===== config.mk =====
export PLATFORM = sky130hd
export DESIGN_NAME = mem_access
export DESIGN_NICKNAME = d
export VERILOG_FILES = /design/src/rtl/riscv_pkg.sv /design/src/rtl/load_extend.sv /design/src/rtl/mem_access.sv
export SDC_FILE = /design/constraint.sdc
export NUM_CORES = 1
export LEC_CHECK = 0
export ABC_AREA = 0
export BUFFER_PORTS_ARGS = -buffer_cell sky130_fd_sc_hd__buf_2
export CORE_ASPECT_RATIO = 1.1
export CORE_MARGIN = 2
export CORE_UTILIZATION = 42
export CTS_CLUSTER_SIZE = 20
export DETAILED_ROUTE_END_ITERATION = 16
export PLACE_DENSITY_LB_ADDON = 0.1
export SYNTH_ARGS = -nofsm -noshare
export SYNTH_HDL_FRONTEND = slang
export SYNTH_HIERARCHICAL = 1
export SYNTH_SLANG_ARGS = --single-unit
export TNS_END_PERCENT = 10

===== constraint.sdc =====
create_clock -name clk -period 2.32 [get_ports clk]
set_clock_uncertainty 0.15 [all_clocks]
set_input_delay 0.464 -clock clk [delete_from_list [all_inputs] [get_ports clk]]
set_output_delay 0.464 -clock clk [all_outputs]
set_load 0.02 [all_outputs]

===== src/rtl/riscv_pkg.sv =====
// rtl/riscv_pkg.sv - shared funct3 encodings and MEM-stage FSM state type
// Purpose: constants shared by mem_access and load_extend.
// Ports: none (package).
package riscv_pkg;

  // Load/store access-size encodings.
  localparam logic [2:0] F3_B  = 3'b000;
  localparam logic [2:0] F3_H  = 3'b001;
  localparam logic [2:0] F3_W  = 3'b010;
  localparam logic [2:0] F3_BU = 3'b100;
  localparam logic [2:0] F3_HU = 3'b101;

  // MEM-stage FSM state.
  typedef logic [0:0] state_t;
  localparam state_t ST_IDLE = 1'b0;
  localparam state_t ST_WAIT = 1'b1;

endpackage


===== src/rtl/load_extend.sv =====
// rtl/load_extend.sv - byte/half lane select and sign/zero extension of load data
// Purpose: turns a 32-bit cache word into the architectural load result.
// Ports:
//   rdata_i  [31:0] word returned by the data cache
//   addr_i   [1:0]  low effective-address bits (lane select)
//   f3_i     [2:0]  funct3 access size / signedness
//   result_o [31:0] extended load value
module load_extend
  import riscv_pkg::*;
(
  input  logic [31:0] rdata_i,
  input  logic [1:0]  addr_i,
  input  logic [2:0]  f3_i,
  output logic [31:0] result_o
);

  logic [7:0]  byte_sel;
  logic [15:0] half_sel;

  always_comb begin
    case (addr_i)
      2'd0:    byte_sel = rdata_i[7:0];
      2'd1:    byte_sel = rdata_i[15:8];
      2'd2:    byte_sel = rdata_i[23:16];
      default: byte_sel = rdata_i[31:24];
    endcase
    // addr_i[0] is ignored for halfwords: the naturally aligned lane is used.
    half_sel = addr_i[1] ? rdata_i[31:16] : rdata_i[15:0];

    case (f3_i)
      F3_B:    result_o = {{24{byte_sel[7]}}, byte_sel};
      F3_H:    result_o = {{16{half_sel[15]}}, half_sel};
      F3_BU:   result_o = {24'h0, byte_sel};
      F3_HU:   result_o = {16'h0, half_sel};
      default: result_o = rdata_i;
    endcase
  end

endmodule


===== src/rtl/mem_access.sv =====
// rtl/mem_access.sv - pipeline MEM stage: data-cache handshake and MEM/WB register
// Purpose: issues loads/stores to the data cache, stalls EX/MEM until the
//   cache answers, and fills the MEM/WB register (bubbles while waiting).
// Optional build macro: MISALIGN_TRAP_EN (adds misalign port; misaligned
//   half/word accesses skip the cache and retire in one cycle with regwriteW=0).
// Ports:
//   clk, rst                        clock, synchronous active-high reset
//   regsrcM/regwriteM/memreadM/memwriteM, f3M, aluout, B, rdM   EX/MEM inputs
//   memhazard                       hold EX/MEM when 1
//   dc_req/dc_we/dc_addr/dc_wdata/dc_wstrb, dc_rdata/dc_ready  data cache
//   regwriteW/regsrcW/rdW/aluoutW/memdataW                     MEM/WB register
//   misalign                        misaligned-access flag (MISALIGN_TRAP_EN only)
module mem_access
  import riscv_pkg::*;
(
  input  logic        clk,
  input  logic        rst,
  input  logic        regsrcM,
  input  logic        regwriteM,
  input  logic        memreadM,
  input  logic        memwriteM,
  input  logic [2:0]  f3M,
  input  logic [31:0] aluout,
  input  logic [31:0] B,
  input  logic [4:0]  rdM,
  output logic        memhazard,
  output logic        dc_req,
  output logic        dc_we,
  output logic [31:0] dc_addr,
  output logic [31:0] dc_wdata,
  output logic [3:0]  dc_wstrb,
  input  logic [31:0] dc_rdata,
  input  logic        dc_ready,
  output logic        regwriteW,
  output logic        regsrcW,
  output logic [4:0]  rdW,
  output logic [31:0] aluoutW,
  output logic [31:0] memdataW
`ifdef MISALIGN_TRAP_EN
  ,
  output logic        misalign
`endif
);

  state_t      state_q, state_d;
  logic        regwrite_w_q, regwrite_w_d;
  logic        regsrc_w_q, regsrc_w_d;
  logic [4:0]  rd_w_q, rd_w_d;
  logic [31:0] aluout_w_q, aluout_w_d;
  logic [31:0] memdata_w_q, memdata_w_d;

  logic        memop;
  logic        mis_access;
  logic        is_byte;
  logic        is_half;
  logic [31:0] load_data;

  assign memop   = memreadM | memwriteM;
  assign is_byte = (f3M[1:0] == F3_B[1:0]);
  assign is_half = (f3M[1:0] == F3_H[1:0]);

`ifdef MISALIGN_TRAP_EN
  logic misalign_q, misalign_d;
  assign mis_access = (is_half & aluout[0]) | (f3M[1] & (aluout[1:0] != 2'b00));
  assign misalign   = misalign_q;
`else
  assign mis_access = 1'b0;
`endif

  // Request fields come straight from EX/MEM; memhazard keeps them stable.
  assign dc_addr = {aluout[31:2], 2'b00};
  assign dc_we   = memwriteM;

  always_comb begin
    if (is_byte) begin
      dc_wstrb = 4'b0001 << aluout[1:0];
      dc_wdata = {4{B[7:0]}};
    end else if (is_half) begin
      dc_wstrb = 4'b0011 << {aluout[1], 1'b0};
      dc_wdata = {2{B[15:0]}};
    end else begin
      dc_wstrb = 4'b1111;
      dc_wdata = B;
    end
  end

  load_extend u_load_extend (
    .rdata_i  (dc_rdata),
    .addr_i   (aluout[1:0]),
    .f3_i     (f3M),
    .result_o (load_data)
  );

  always_comb begin
    state_d      = state_q;
    dc_req       = 1'b0;
    memhazard    = 1'b0;
    regwrite_w_d = regwriteM;
    regsrc_w_d   = regsrcM;
    rd_w_d       = rdM;
    aluout_w_d   = aluout;
    memdata_w_d  = 32'h0;
`ifdef MISALIGN_TRAP_EN
    misalign_d   = 1'b0;
`endif

    case (state_q)
      ST_IDLE: begin
        // dc_ready is deliberately not looked at here.
        if (memop) begin
          if (mis_access) begin
            regwrite_w_d = 1'b0;
`ifdef MISALIGN_TRAP_EN
            misalign_d   = 1'b1;
`endif
          end else begin
            dc_req       = 1'b1;
            memhazard    = 1'b1;
            regwrite_w_d = 1'b0;
            regsrc_w_d   = 1'b0;
            rd_w_d       = 5'd0;
            aluout_w_d   = 32'h0;
            state_d      = ST_WAIT;
          end
        end
      end
      ST_WAIT: begin
        dc_req = 1'b1;
        if (dc_ready) begin
          // Release the stall in the completing cycle so EX/MEM advances.
          memdata_w_d = memwriteM ? 32'h0 : load_data;
          state_d     = ST_IDLE;
        end else begin
          memhazard    = 1'b1;
          regwrite_w_d = 1'b0;
          regsrc_w_d   = 1'b0;
          rd_w_d       = 5'd0;
          aluout_w_d   = 32'h0;
        end
      end
      default: state_d = ST_IDLE;
    endcase
  end

  always_ff @(posedge clk) begin
    if (rst) begin
      state_q      <= ST_IDLE;
      regwrite_w_q <= 1'b0;
      regsrc_w_q   <= 1'b0;
      rd_w_q       <= 5'd0;
      aluout_w_q   <= 32'h0;
      memdata_w_q  <= 32'h0;
`ifdef MISALIGN_TRAP_EN
      misalign_q   <= 1'b0;
`endif
    end else begin
      state_q      <= state_d;
      regwrite_w_q <= regwrite_w_d;
      regsrc_w_q   <= regsrc_w_d;
      rd_w_q       <= rd_w_d;
      aluout_w_q   <= aluout_w_d;
      memdata_w_q  <= memdata_w_d;
`ifdef MISALIGN_TRAP_EN
      misalign_q   <= misalign_d;
`endif
    end
  end

  assign regwriteW = regwrite_w_q;
  assign regsrcW   = regsrc_w_q;
  assign rdW       = rd_w_q;
  assign aluoutW   = aluout_w_q;
  assign memdataW  = memdata_w_q;

endmodule


==> results.md <==
- Hold-fix buffers at CTS: 0
- Mapped cell area: 3800 µm²
- Delay-heaviest family, CP: multiplexers
- Most frequent cells after synthesis: dfxtp_1 (72), nand2b_1 (45), nand2_1 (43)
- PortBufs: 250
- Crit Path Class: primary input to output pin
- Pin count of the biggest net entering global routing: 41
- Number of setup buffers added after CTS: 0
- Hold WS: 217 ps
- IR drop worst, VDD: 0.000325 V
- Top cell type's share of synthesized area: 38.0%
- Core area: 8830 µm²
- Final hold vios: 0
- CTS resizes: 0
- Slowest stage delay, CP: 390 ps
- Max Clock Freq: 470 MHz
- Worst-path cell chain: buf_2, nor2_2, mux2_2, buf_2
- Clock Path Buffers: 2
- GRT Resource Usage Total: 20.4%
- First-pass GRT wire length: 15800 µm
- Worst path bufs/invs: 2
- Setup ws final: 192 ps
- Endpoint type of the worst setup path: output pin
- Min Tclk post-route: 2130 ps
- Reg clk slew, reported paths: 80 ps
- Initial drt markers: 84
- DRC errors left: 0
- Total power: 2.95 mW
- Dpl ws: 193 ps
- Syn avg cell area: 8.89 µm²
- Hold Path Class: primary input to flip-flop
- Rows: 36
- Stages on the worst setup path: 4
- Placed insts: 730
- CTS Sinks: 72
- Yosys warns: 6
- Routed len/inst: 13.8 µm
- Die width: 94.6 µm
- Ys async rst share: 0%
- Synth top area cells: dfxtp_1 (38%), a21oi_2 (8.8%), buf_4 (8.1%), nand2b_1 (7.4%), and2_1 (5.3%)
- Arr. time, crit path: 1510 ps
- Pre-Repair DR Iteration Count: 5
- RSZ-0062 raised after global routing: false
- Vias: 3572
- Share of layout cells above drive strength 1: 53.3%
- Crit start category: primary input
- Final ANT Viol Nets: 0
- Worst-Margin Slew: 661 ps
- Post-route setup TNS: 0 ps
- Initial antenna violation count: 0
- Drt total wl: 10300 µm
- Die Ht: 104 µm
- CP most frequent cell: buf_2
- Total CTS buffers: 9
- Leak pwr: 2.54 nW
- Data required, critical path: 1710 ps
- Ports: 253
- Die area: 9820 µm²
- CTS tree: built
- Area leader, netlist: dfxtp_1
- Pwr Density: 592 nW/µm²
- Sequential share of the synthesized area: 38.0%
- H-tree depth: 3
- Post-synthesis instance total: 427
- Area grow syn2layout: 31.4%
- Crit share post-route: 91.7%
- Clock root buffer: clkbuf_8
- EDFF count, synth: 0
- Hold Path Depth: 3
- Final Setup Violations: 0
- Yosys cell types: 31
- Max-cap violations: 0
- Insertion delay to the later sink of the worst-skew pair: 320 ps
- Status: finished clean
- Final nets: 738
- Final Max Slew Viols: 0
- GPL Wtd Cong: 0.916
- Top_reg_cell synth: dfxtp_1
- Vias/cell: 4.79
- Ant diodes: 0
- CP Max Fanout: 8
- Vias in the first global route: 3294
- Initial Utilization: 43.0%
- Slowest CP cell: mux2_2
- Max_slew headroom: 55.9%
- FF+latch count, synth: 72
- Worst reg-to-reg path cell count: 3
- GR Overflow Total: 0
- Most common cell in the netlist: dfxtp_1
- Final cell count without fillers: 746
- Detailed Place HPWL: 7860 µm
[tightest hold or removal path, delay by kind of cell]
kind	cells	cell delay, ps
buf+inv	1	90
simple gates	1	70
compound gates	1	30
[power by group]
part / leakage, nW / switching (mW) / internal [mW]
logic: 1.86 / 0.410 / 0.277
clock network: 0.0968 / 0.482 / 0.503
registers: 0.585 / 0.00912 / 1.27
total: 2.54 / 0.901 / 2.05
[sequential cells by signal (all words and copies together) (netlist names)]
signal and count:
regsrcW 1, aluoutW 32, rdW 5, state_q 1
regwriteW 1, memdataW 32
[per-stage QoR]
step	area, µm²	util (%)
after CTS	4990	56.5
after floorplan	3800	-
after global routing	4990	56.5
after detailed placement	4790	54.3
final	4990	56.5
after global placement	4790	54.3
[final timing paths]
path | from | endpoint | slack [ps]
worst max-delay path | f3M[0] | dc_wdata[11] | 190
worst min-delay path | rdM[0] | rdW[0] | 220
worst max register to register | state_q | aluoutW[22] | 770
worst min register to register | state_q | aluoutW[1] | 490
[area by class of cell]
type	instances	area, µm²
Tap cell	114	143
Sequential cell	72	1440
Timing Repair Buffer	262	1340
Fill cell	866	3840
Multi-Input combinational cell	278	1850
Inverter	4	15.0
Clock inverter	6	68.8
Clock buffer	10	128
[cell families after synthesis]
family,Yosys count,synth area share [%]
and+or+nand+nor,153,22.5
AOI/OAI and AO/OA,97,18.6
buffers and inverters,78,13.4
DFF,72,38.0
muxes,26,7.42
other,1,0.0988
[layout by cell type (no fill, tap or decap)]
cell type	synthesis	final
conb_1	1	2
mux2i_1	9	9
nand2_2	0	1
buf_2	8	250
nor2b_1	20	20
nor3b_1	1	1
clkbuf_1	18	1
inv_1	4	4
dfxtp_1	72	72
or3_2	0	1
bufinv_16	0	1
a211oi_1	2	2
clkinv_4	0	2
nand2_1	43	42
nand2b_1	45	45
a21o_1	3	3
o21ai_0	31	31
o21ai_1	4	4
nand3_1	2	2
or3_1	3	2
buf_4	41	12
and2_4	1	1
nor2_1	2	2
clkinv_2	0	1
a21oi_2	38	38
a221o_1	8	8
clkinvlp_4	0	1
and2_1	32	32
a22oi_1	7	7
nor2_2	1	1
clkbuf_8	0	9
mux2_2	17	17
nor3_1	1	1
o21bai_1	3	3
a31oi_1	1	1
and3b_1	1	1
and4bb_2	1	1
inv_6	0	1
[layer usage]
metal / GRT usage (%) / vias up / routed length, µm
met5: 0 / - / 0
met4: 6.00 / 0 / 153
met3: 6.04 / 14 / 891
met2: 35.3 / 166 / 5130
met1: 23.9 / 1616 / 4120
li1: - / 1776 / -
No activity file was read; power rests on OpenSTA's default activity.
